==> src/rtl/store_buffer_pkg.sv <==
// rtl/store_buffer_pkg.sv - shared widths, depth and entry layout for the store buffer
package store_buffer_pkg;
  localparam int SB_DEPTH  = 4;
  localparam int SB_ADDR_W = 10;
  localparam int SB_DATA_W = 16;
  localparam int SB_PTR_W  = $clog2(SB_DEPTH);

  typedef struct packed {
    logic [SB_ADDR_W-1:0] addr;
    logic [SB_DATA_W-1:0] data;
  } sb_entry_t;
endpackage

==> src/rtl/store_buffer_match.sv <==
// rtl/store_buffer_match.sv - address compare across buffered stores, youngest entry wins
module store_buffer_match
  import store_buffer_pkg::*;
#(
  parameter int DEPTH  = SB_DEPTH,
  parameter int ADDR_W = SB_ADDR_W,
  parameter int DATA_W = SB_DATA_W,
  parameter int PW     = $clog2(DEPTH)
) (
  input  logic [ADDR_W-1:0] entry_addr [DEPTH],
  input  logic [DATA_W-1:0] entry_data [DEPTH],
  input  logic [PW-1:0]     tail,
  input  logic [PW:0]       count,
  input  logic [ADDR_W-1:0] address,
  output logic              hit,
  output logic [DATA_W-1:0] data
);

  logic [PW-1:0] idx;

  // Walk from oldest valid slot to youngest so the last match assigned is the youngest.
  always_comb begin
    hit  = 1'b0;
    data = '0;
    idx  = '0;
    for (int k = DEPTH - 1; k >= 0; k--) begin
      idx = tail - PW'(k + 1);
      if (((PW + 1)'(k) < count) && (entry_addr[idx] == address)) begin
        hit  = 1'b1;
        data = entry_data[idx];
      end
    end
  end

endmodule

==> src/rtl/store_buffer.sv <==
// rtl/store_buffer.sv - posted-store FIFO in front of data memory with load forwarding
module store_buffer
  import store_buffer_pkg::*;
#(
  parameter int DEPTH  = SB_DEPTH,
  parameter int ADDR_W = SB_ADDR_W,
  parameter int DATA_W = SB_DATA_W
) (
  input  logic                    clk,
  input  logic                    rst,
  input  logic [ADDR_W-1:0]       cpu_address,
  input  logic [DATA_W-1:0]       cpu_write_data,
  input  logic                    cpu_write,
  input  logic                    cpu_read,
  output logic [DATA_W-1:0]       cpu_read_data,
  output logic                    stall,
  output logic                    empty,
  output logic [$clog2(DEPTH):0]  count,
  output logic [ADDR_W-1:0]       mem_address,
  output logic [DATA_W-1:0]       mem_write_data,
  output logic                    mem_write,
  output logic                    mem_read,
  input  logic [DATA_W-1:0]       mem_read_data
);

  localparam int PW = $clog2(DEPTH);

  logic [ADDR_W-1:0] buf_addr [DEPTH];
  logic [DATA_W-1:0] buf_data [DEPTH];
  logic [PW-1:0]     head;
  logic [PW-1:0]     tail;
  logic              drain;
  logic              full;
  logic              accept;
  logic              hit;
  logic [DATA_W-1:0] fwd_data;

  // A load owns the memory port outright; stores only drain on non-load cycles.
  assign drain  = ~cpu_read & (count != '0);
  assign full   = (count == (PW + 1)'(DEPTH));
  assign accept = cpu_write & (~full | drain);
  assign stall  = cpu_write & full & ~drain;
  assign empty  = (count == '0);

  assign mem_read  = cpu_read;
  assign mem_write = drain;

  always_comb begin
    mem_address    = '0;
    mem_write_data = '0;
    if (cpu_read) begin
      mem_address = cpu_address;
    end else if (drain) begin
      mem_address    = buf_addr[head];
      mem_write_data = buf_data[head];
    end
  end

  store_buffer_match #(
    .DEPTH  (DEPTH),
    .ADDR_W (ADDR_W),
    .DATA_W (DATA_W),
    .PW     (PW)
  ) u_match (
    .entry_addr (buf_addr),
    .entry_data (buf_data),
    .tail       (tail),
    .count      (count),
    .address    (cpu_address),
    .hit        (hit),
    .data       (fwd_data)
  );

  assign cpu_read_data = !cpu_read ? '0 : (hit ? fwd_data : mem_read_data);

  always_ff @(posedge clk or negedge rst) begin
    if (!rst) begin
      head  <= '0;
      tail  <= '0;
      count <= '0;
    end else begin
      if (accept) tail <= tail + PW'(1);
      if (drain)  head <= head + PW'(1);
      case ({accept, drain})
        2'b10:   count <= count + (PW + 1)'(1);
        2'b01:   count <= count - (PW + 1)'(1);
        default: count <= count;
      endcase
    end
  end

  // When full and draining, tail equals head; the drain reads the old entry before the edge overwrites it.
  always_ff @(posedge clk) begin
    if (accept) begin
      buf_addr[tail] <= cpu_address;
      buf_data[tail] <= cpu_write_data;
    end
  end

endmodule

==> config.mk <==
export PLATFORM = sky130hd
export DESIGN_NAME = store_buffer
export DESIGN_NICKNAME = d
export VERILOG_FILES = /design/src/rtl/store_buffer_pkg.sv /design/src/rtl/store_buffer_match.sv /design/src/rtl/store_buffer.sv
export SDC_FILE = /design/constraint.sdc
export NUM_CORES = 1
export LEC_CHECK = 0
export CAP_MARGIN = 20
export CORE_MARGIN = 2
export CORE_UTILIZATION = 55
export CTS_CLUSTER_DIAMETER = 40
export DETAILED_ROUTE_END_ITERATION = 10
export PLACE_DENSITY = 0.8
export SLEW_MARGIN = 20
export SYNTH_ARGS = -nofsm -noshare
export SYNTH_HDL_FRONTEND = slang
export SYNTH_SLANG_ARGS = --single-unit
==> constraint.sdc <==
create_clock -name clk -period 6.8 [get_ports clk]
set_clock_uncertainty 0.05 [all_clocks]
set_input_delay 1.36 -clock clk [delete_from_list [all_inputs] [get_ports clk]]
set_output_delay 1.36 -clock clk [all_outputs]
set_load 0.005 [all_outputs]
After elaboration in Yosys (flattened, before gate mapping). Index checks and enable logic that the tools add are counted.

Output and inout bits: 49. Input bits: 46. Register bits after elaboration: 111.

Equal/unequal tests: 7. Mux-type cells: 51. Bitwise logic cells: 13. Reduce and logical (&&, ||, !) cells: 8. Order comparisons: 10. $add $sub $neg: 7.

Operator list (count): 2-to-1 mux 16 bit (19); binary-select mux 16 bit (select 2 bit) (5); 2-to-1 mux 10 bit (13); binary-select mux 10 bit (select 2 bit) (5); bitwise mux 64 bit (1); bitwise mux 40 bit (1); equality test 10 bit (4); demux 16 bit (select 2 bit) (1); demux 10 bit (select 2 bit) (1); greater-or-equal comparator 3 bit, second input constant (5); NOT 2 -> 3 bit (5); less-than comparator 1 x 3 -> 1 bit, first input constant (2); less-than comparator 2 x 3 -> 1 bit, first input constant (2); one-hot mux 3 bit (2 select lines) (1); logical AND 1 bit (5); adder 2 x 1 -> 2 bit, second input constant (2); AND 1 bit (4); 2-to-1 mux 1 bit (4); subtractor 2 bit, second input constant (2); adder 3 x 1 -> 3 bit, second input constant (1); equality test 3 bit, second input constant (1); logical NOT 3 bit (1); less-than comparator 3 x 1 -> 1 bit, second input constant (1); NOT 1 bit (3); 7 further kinds (7).

Logic depth before layout (Yosys ltp).
Depth after elaboration: 12. Depth in mapped cells: 19. Depth with buffers taken out: 10.

Modules after synthesis. From an unflattened synthesis, not the netlist that was laid out.

Cell total of the unflattened synthesis: 715. Area total of the unflattened synthesis: 8272.9 um^2.

By module, submodules not included: store_buffer (area each 4798.4 um^2, cells an instance 255, times used 1); store_buffer_match (area each 3474.6 um^2, cells an instance 460, times used 1).

Least setup slack after synthesis. Ideal clock, no wire load.

Path type: reg2out. Start point: register tail[1]. End point: output port cpu_read_data[14]. Setup slack: 1.159 ns. Stages on the path, launching flop included: 20. Path buffers: 9. Arrival: 4.231 ns. Cell sequence: dfrtp_1 -> buf_6 -> buf_12 -> buf_6 -> buf_4 -> buf_1 -> clkbuf_1 -> inv_1 -> ha_1 -> buf_2 -> buf_4 -> mux4_2 -> xnor2_1 -> nand4_1 -> a211oi_1 -> nand2_1 -> nand2_1 -> buf_2 -> o221ai_1 -> o21ai_1.

Cells in the longest elaborated chain, start to end: 12. Elaborated cells on any way between the ends: 49.

Ends and longest elaborated chain: from (decl) (RTL line store_buffer.sv:31) `logic [PW-1:0] tail;`; from (signal assigned) (RTL line store_buffer.sv:82) `if (accept) tail <= tail + PW'(1);`; subtractor 2 bit / NOT 2 -> 3 bit (equally long branches) (RTL line store_buffer_match.sv:27, store_buffer_match.sv:28, store_buffer_match.sv:30); NOT 2 -> 3 bit (not written as such) / binary-select mux 10 bit (select 2 bit) (equally long branches) (RTL line store_buffer_match.sv:28, store_buffer_match.sv:30); binary-select mux 10 bit (select 2 bit) / 2-to-1 mux 10 bit (equally long branches) (RTL line store_buffer_match.sv:28) `if (((PW + 1)'(k) < count) && (entry_addr[idx] == address)) begin`; 2-to-1 mux 10 bit (not written as such) (RTL line store_buffer_match.sv:28); 2-to-1 mux 10 bit (not written as such) / equality test 10 bit (equally long branches) (RTL line store_buffer_match.sv:28); equality test 10 bit / logical AND 1 bit (equally long branches) (RTL line store_buffer_match.sv:28); logical AND 1 bit, or another cell as far along (RTL line store_buffer_match.sv:28); 2-to-1 mux 16 bit / 2-to-1 mux 1 bit (equally long branches) (3 in a row) (RTL line store_buffer_match.sv:28); 2-to-1 mux 16 bit (*) (2 in a row) (RTL line store_buffer.sv:74) `assign cpu_read_data = !cpu_read ? '0 : (hit ? fwd_data : mem_read_data);`; to (decl) (RTL line store_buffer.sv:15) `output logic [DATA_W-1:0] cpu_read_data,`.

Mark *: on every way between the ends. The rest lies on a longest branch, timed or not. The select of a mux whose other input is x is not followed.

Worst setup path after layout.
Start point: input port cpu_address[5]. End point: output port cpu_read_data[0].

Cells in the longest elaborated chain, start to end: 8. Elaborated cells on any way between the ends: 18.

Ends and longest elaborated chain: from (decl) (RTL line store_buffer.sv:11) `input logic [ADDR_W-1:0] cpu_address,`; equality test 10 bit (RTL line store_buffer_match.sv:28); logical AND 1 bit (RTL line store_buffer_match.sv:28); 2-to-1 mux 16 bit / 2-to-1 mux 1 bit (equally long branches) (4 in a row) (RTL line store_buffer_match.sv:28); 2-to-1 mux 16 bit (*) (2 in a row) (RTL line store_buffer.sv:74).

Mark *: on every way between the ends. The rest lies on a longest branch, timed or not.

==> out/qor.csv <==
stage,metric,value,unit
global_route,grt.overflow.total,0,
global_route,grt_pass1_wl,33000,µm
cells_and_area,nNetsFinal,703,
sta,rsz0062_at_grt,false,
logic_synthesis,ys_seq_area_frac,0.394,
clock_tree,postCtsSetupBuffers,0,
power,power.switching,1.54,mW
routing,drcViolationCount,0,
logic_synthesis,ys.flop_type,edfxtp_1,
logic_synthesis,synth_area,8370,µm²
sta,worstMarginPinSlew,0.934,ns
cells_and_area,area_growth,15.2,%
critical_path,critPathArrivalTime,5.04,ns
clock_tree,cts_tree,done,
sta,final-setup-viol-count,0,
routing,dr.first_iter.drc_count,634,
clock_tree,clk_pin_slew,0.07,ns
power,seqPwrFrac,0.274,
logic_synthesis,synth_edf_count,104,
clock_tree,clock_latency,0.35,ns
routing,viasPerCell,7.07,
placement,globalplace.congestion,0.876,
routing,drtPass1Iterations,4,
cells_and_area,antenna_cells,0,
clock_tree,root_buffer,clkbuf_16,
logic_synthesis,syn_inst,587,
sta,fmax,155,MHz
power,clkPwrFrac,0.128,
clock_tree,ctsResizeCount,0,
routing,vias,5946,
logic_synthesis,yosysWarnings,0,
clock_tree,cts_hold_buffers,0,
worst_hold_path,hold_class,flip-flop to flip-flop,
global_route,first_global_vias,5816,
routing,wl,21000,µm
placement,dp_cells,826,
power,p_leak,3.21,nW
clock_tree,cts_buffer_depth,2,
logic_synthesis,async_flop_share,0.0631,
routing,detail-route-antenna-nets,0,
global_route,antenna_found_initial,0,
die,rows,45,
clock_tree,cts_buffers,9,
job,maxCapViolations,0,
power,p_int,2.52,mW
sta,hold_viol_final,0,
sta,holdWs,0.583,ns
sta,setup_tns,0,ns
global_route,track_usage,0.266,
sta,slew_headroom,0.378,
placement,io_buffers,94,
die,ios,95,
die,die_h,127,µm
critical_path,path_class,input pin to output pin,
global_route,grt_start_max_net_pins,57,
critical_path,startpoint_type,input pin,
die,initial_core_util,0.557,
sta,finalCritPeriodShare,0.948,
routing,wl_per_cell,25.0,µm
cells_and_area,fin_cells,841,
die,die_w,127,µm
logic_synthesis,syn_nets,641,
critical_path,cp_max_fo,16,
logic_synthesis,synth_cell_types,50,
die,core,15000,µm²
sta,finalCriticalPeriod,6.45,ns
clock_tree,cts_sinks,111,
power,peakVddDrop,257,µV
sta,finalMaxSlewViolations,0,
placement,hpwlAfterDp,13600,µm
power,powerDensity,421,nW/µm²
logic_synthesis,syn_avg_cell_area,14.3,µm²
critical_path,crit_path_end_kind,output pin,
power,p_comb_frac,0.598,
power,switching_share,0.380,
cells_and_area,drive_gt1_frac,0.222,
critical_path,cp.required,5.39,ns
logic_synthesis,synth_seq_cells,111,
clock_tree,htreeDepth,3,
status,status,finished clean,
die,dieArea,16200,µm²
==> layer usage <==
metal / wire length, µm / up-vias / global-route usage
met5: 0 / - / 0
met4: 499 / 0 / 0.0970
met3: 1570 / 36 / 0.0348
met2: 10400 / 307 / 0.421
met1: 8590 / 3054 / 0.385
li1: - / 2549 / -
==> worst paths after layout <==
| path | cells after the start | endpoint | startpoint | slack [ns] |
|---|---|---|---|---|
| max | 9 | cpu_read_data[0] | cpu_address[5] | 0.35 |
| min | 1 | count[0] | count[0] | 0.58 |
| max reg2reg | 5 | buf_addr[0] | tail[1] | 3.63 |
| min reg2reg | 1 | count[0] | count[0] | 0.58 |
| max in group asynchronous | 1 | tail[0] | rst | 5.19 |
| min in group asynchronous | 1 | head[1] | rst | 1.22 |
==> power groups by stage <==
stage          logic, mW  registers [mW]  clock network (mW)
2_1_floorplan       1.95            1.01                   0
3_3_place_gp        2.35            1.10                   0
3_5_place_dp        2.42            1.12                   0
4_1_cts             2.44            1.11               0.523
5_1_grt             2.60            1.14               0.547
6_report            2.43            1.11               0.520
==> flip-flops by register name, indices dropped and copies added (netlist names) <==
register,flops
tail,2
buf_data,64
head,2
buf_addr,40
count,3
==> synthesized netlist by cell type (5+ instances only) <==
cell,instances,area share
xnor2_1,30,0.031
clkbuf_1,22,0.0099
a21oi_1,6,0.0036
and2_1,17,0.013
dfrtp_1,7,0.021
nand3_1,20,0.012
buf_2,14,0.0084
o311ai_1,6,0.0063
o311ai_0,10,0.010
edfxtp_1,104,0.37
mux4_2,105,0.28
o21ai_1,16,0.0096
inv_1,21,0.0094
mux2i_1,43,0.051
buf_6,7,0.0094
nand4_1,9,0.0067
buf_4,5,0.0045
xor2_1,20,0.021
buf_1,9,0.0040
a22o_1,10,0.010
nand2_1,30,0.013
ha_1,8,0.012
mux4_1,5,0.016
o221ai_1,16,0.017
nor3_1,5,0.0030
==> placed cells by master (no fill, tap or decap), types with 17 or more instances in the layout <==
master	netlist	layout
xor2_1	20	20
xnor2_1	30	30
and2_1	17	17
edfxtp_1	104	104
clkdlybuf4s50_1	0	94
mux2i_1	43	43
nand3_1	20	20
nand2_1	30	30
mux4_2	105	105
inv_1	21	21
==> critical path: stages <==
cell and delay (ns):
clkdlybuf4s50_1 0.82, xnor2_1 0.17, nor4_1 0.30, o32ai_1 0.17, or3_1 0.70, o311ai_0 0.51
o221ai_1 0.19, o21ai_1 0.24, clkdlybuf4s50_1 0.56
==> layout make-up <==
cell class / instances / area (µm²)
fill: 1064 / 5390
multi-input combinational: 395 / 4680
sequential: 111 / 3300
timing repair buffer: 110 / 1060
tap: 188 / 235
clock buffer: 9 / 225
inverter: 22 / 82.6
clock inverter: 6 / 60.1
==> cell families after synthesis <==
| kind of cell | share of synthesized area |
|---|---|
| buf+inv | 0.0490 |
| flops | 0.394 |
| xor+xnor | 0.0523 |
| mux | 0.350 |
| compound gates | 0.0803 |
| simple gates | 0.0626 |
| fa+ha+maj | 0.0120 |
==> stage by stage <==
stage | power [mW] | setup slack [ns] | cell area [µm²] | util
after floorplan | 2.97 | 1.16 | 8370 | -
after global placement | 3.45 | 0.600 | 9360 | 0.622
after detailed placement | 3.54 | 0.466 | 9360 | 0.622
after CTS | 4.07 | 0.359 | 9640 | 0.641
after global routing | 4.29 | 0.145 | 9640 | 0.641
final | 4.06 | 0.353 | 9640 | 0.641
Note: power is estimated with default switching activity, not from simulation.
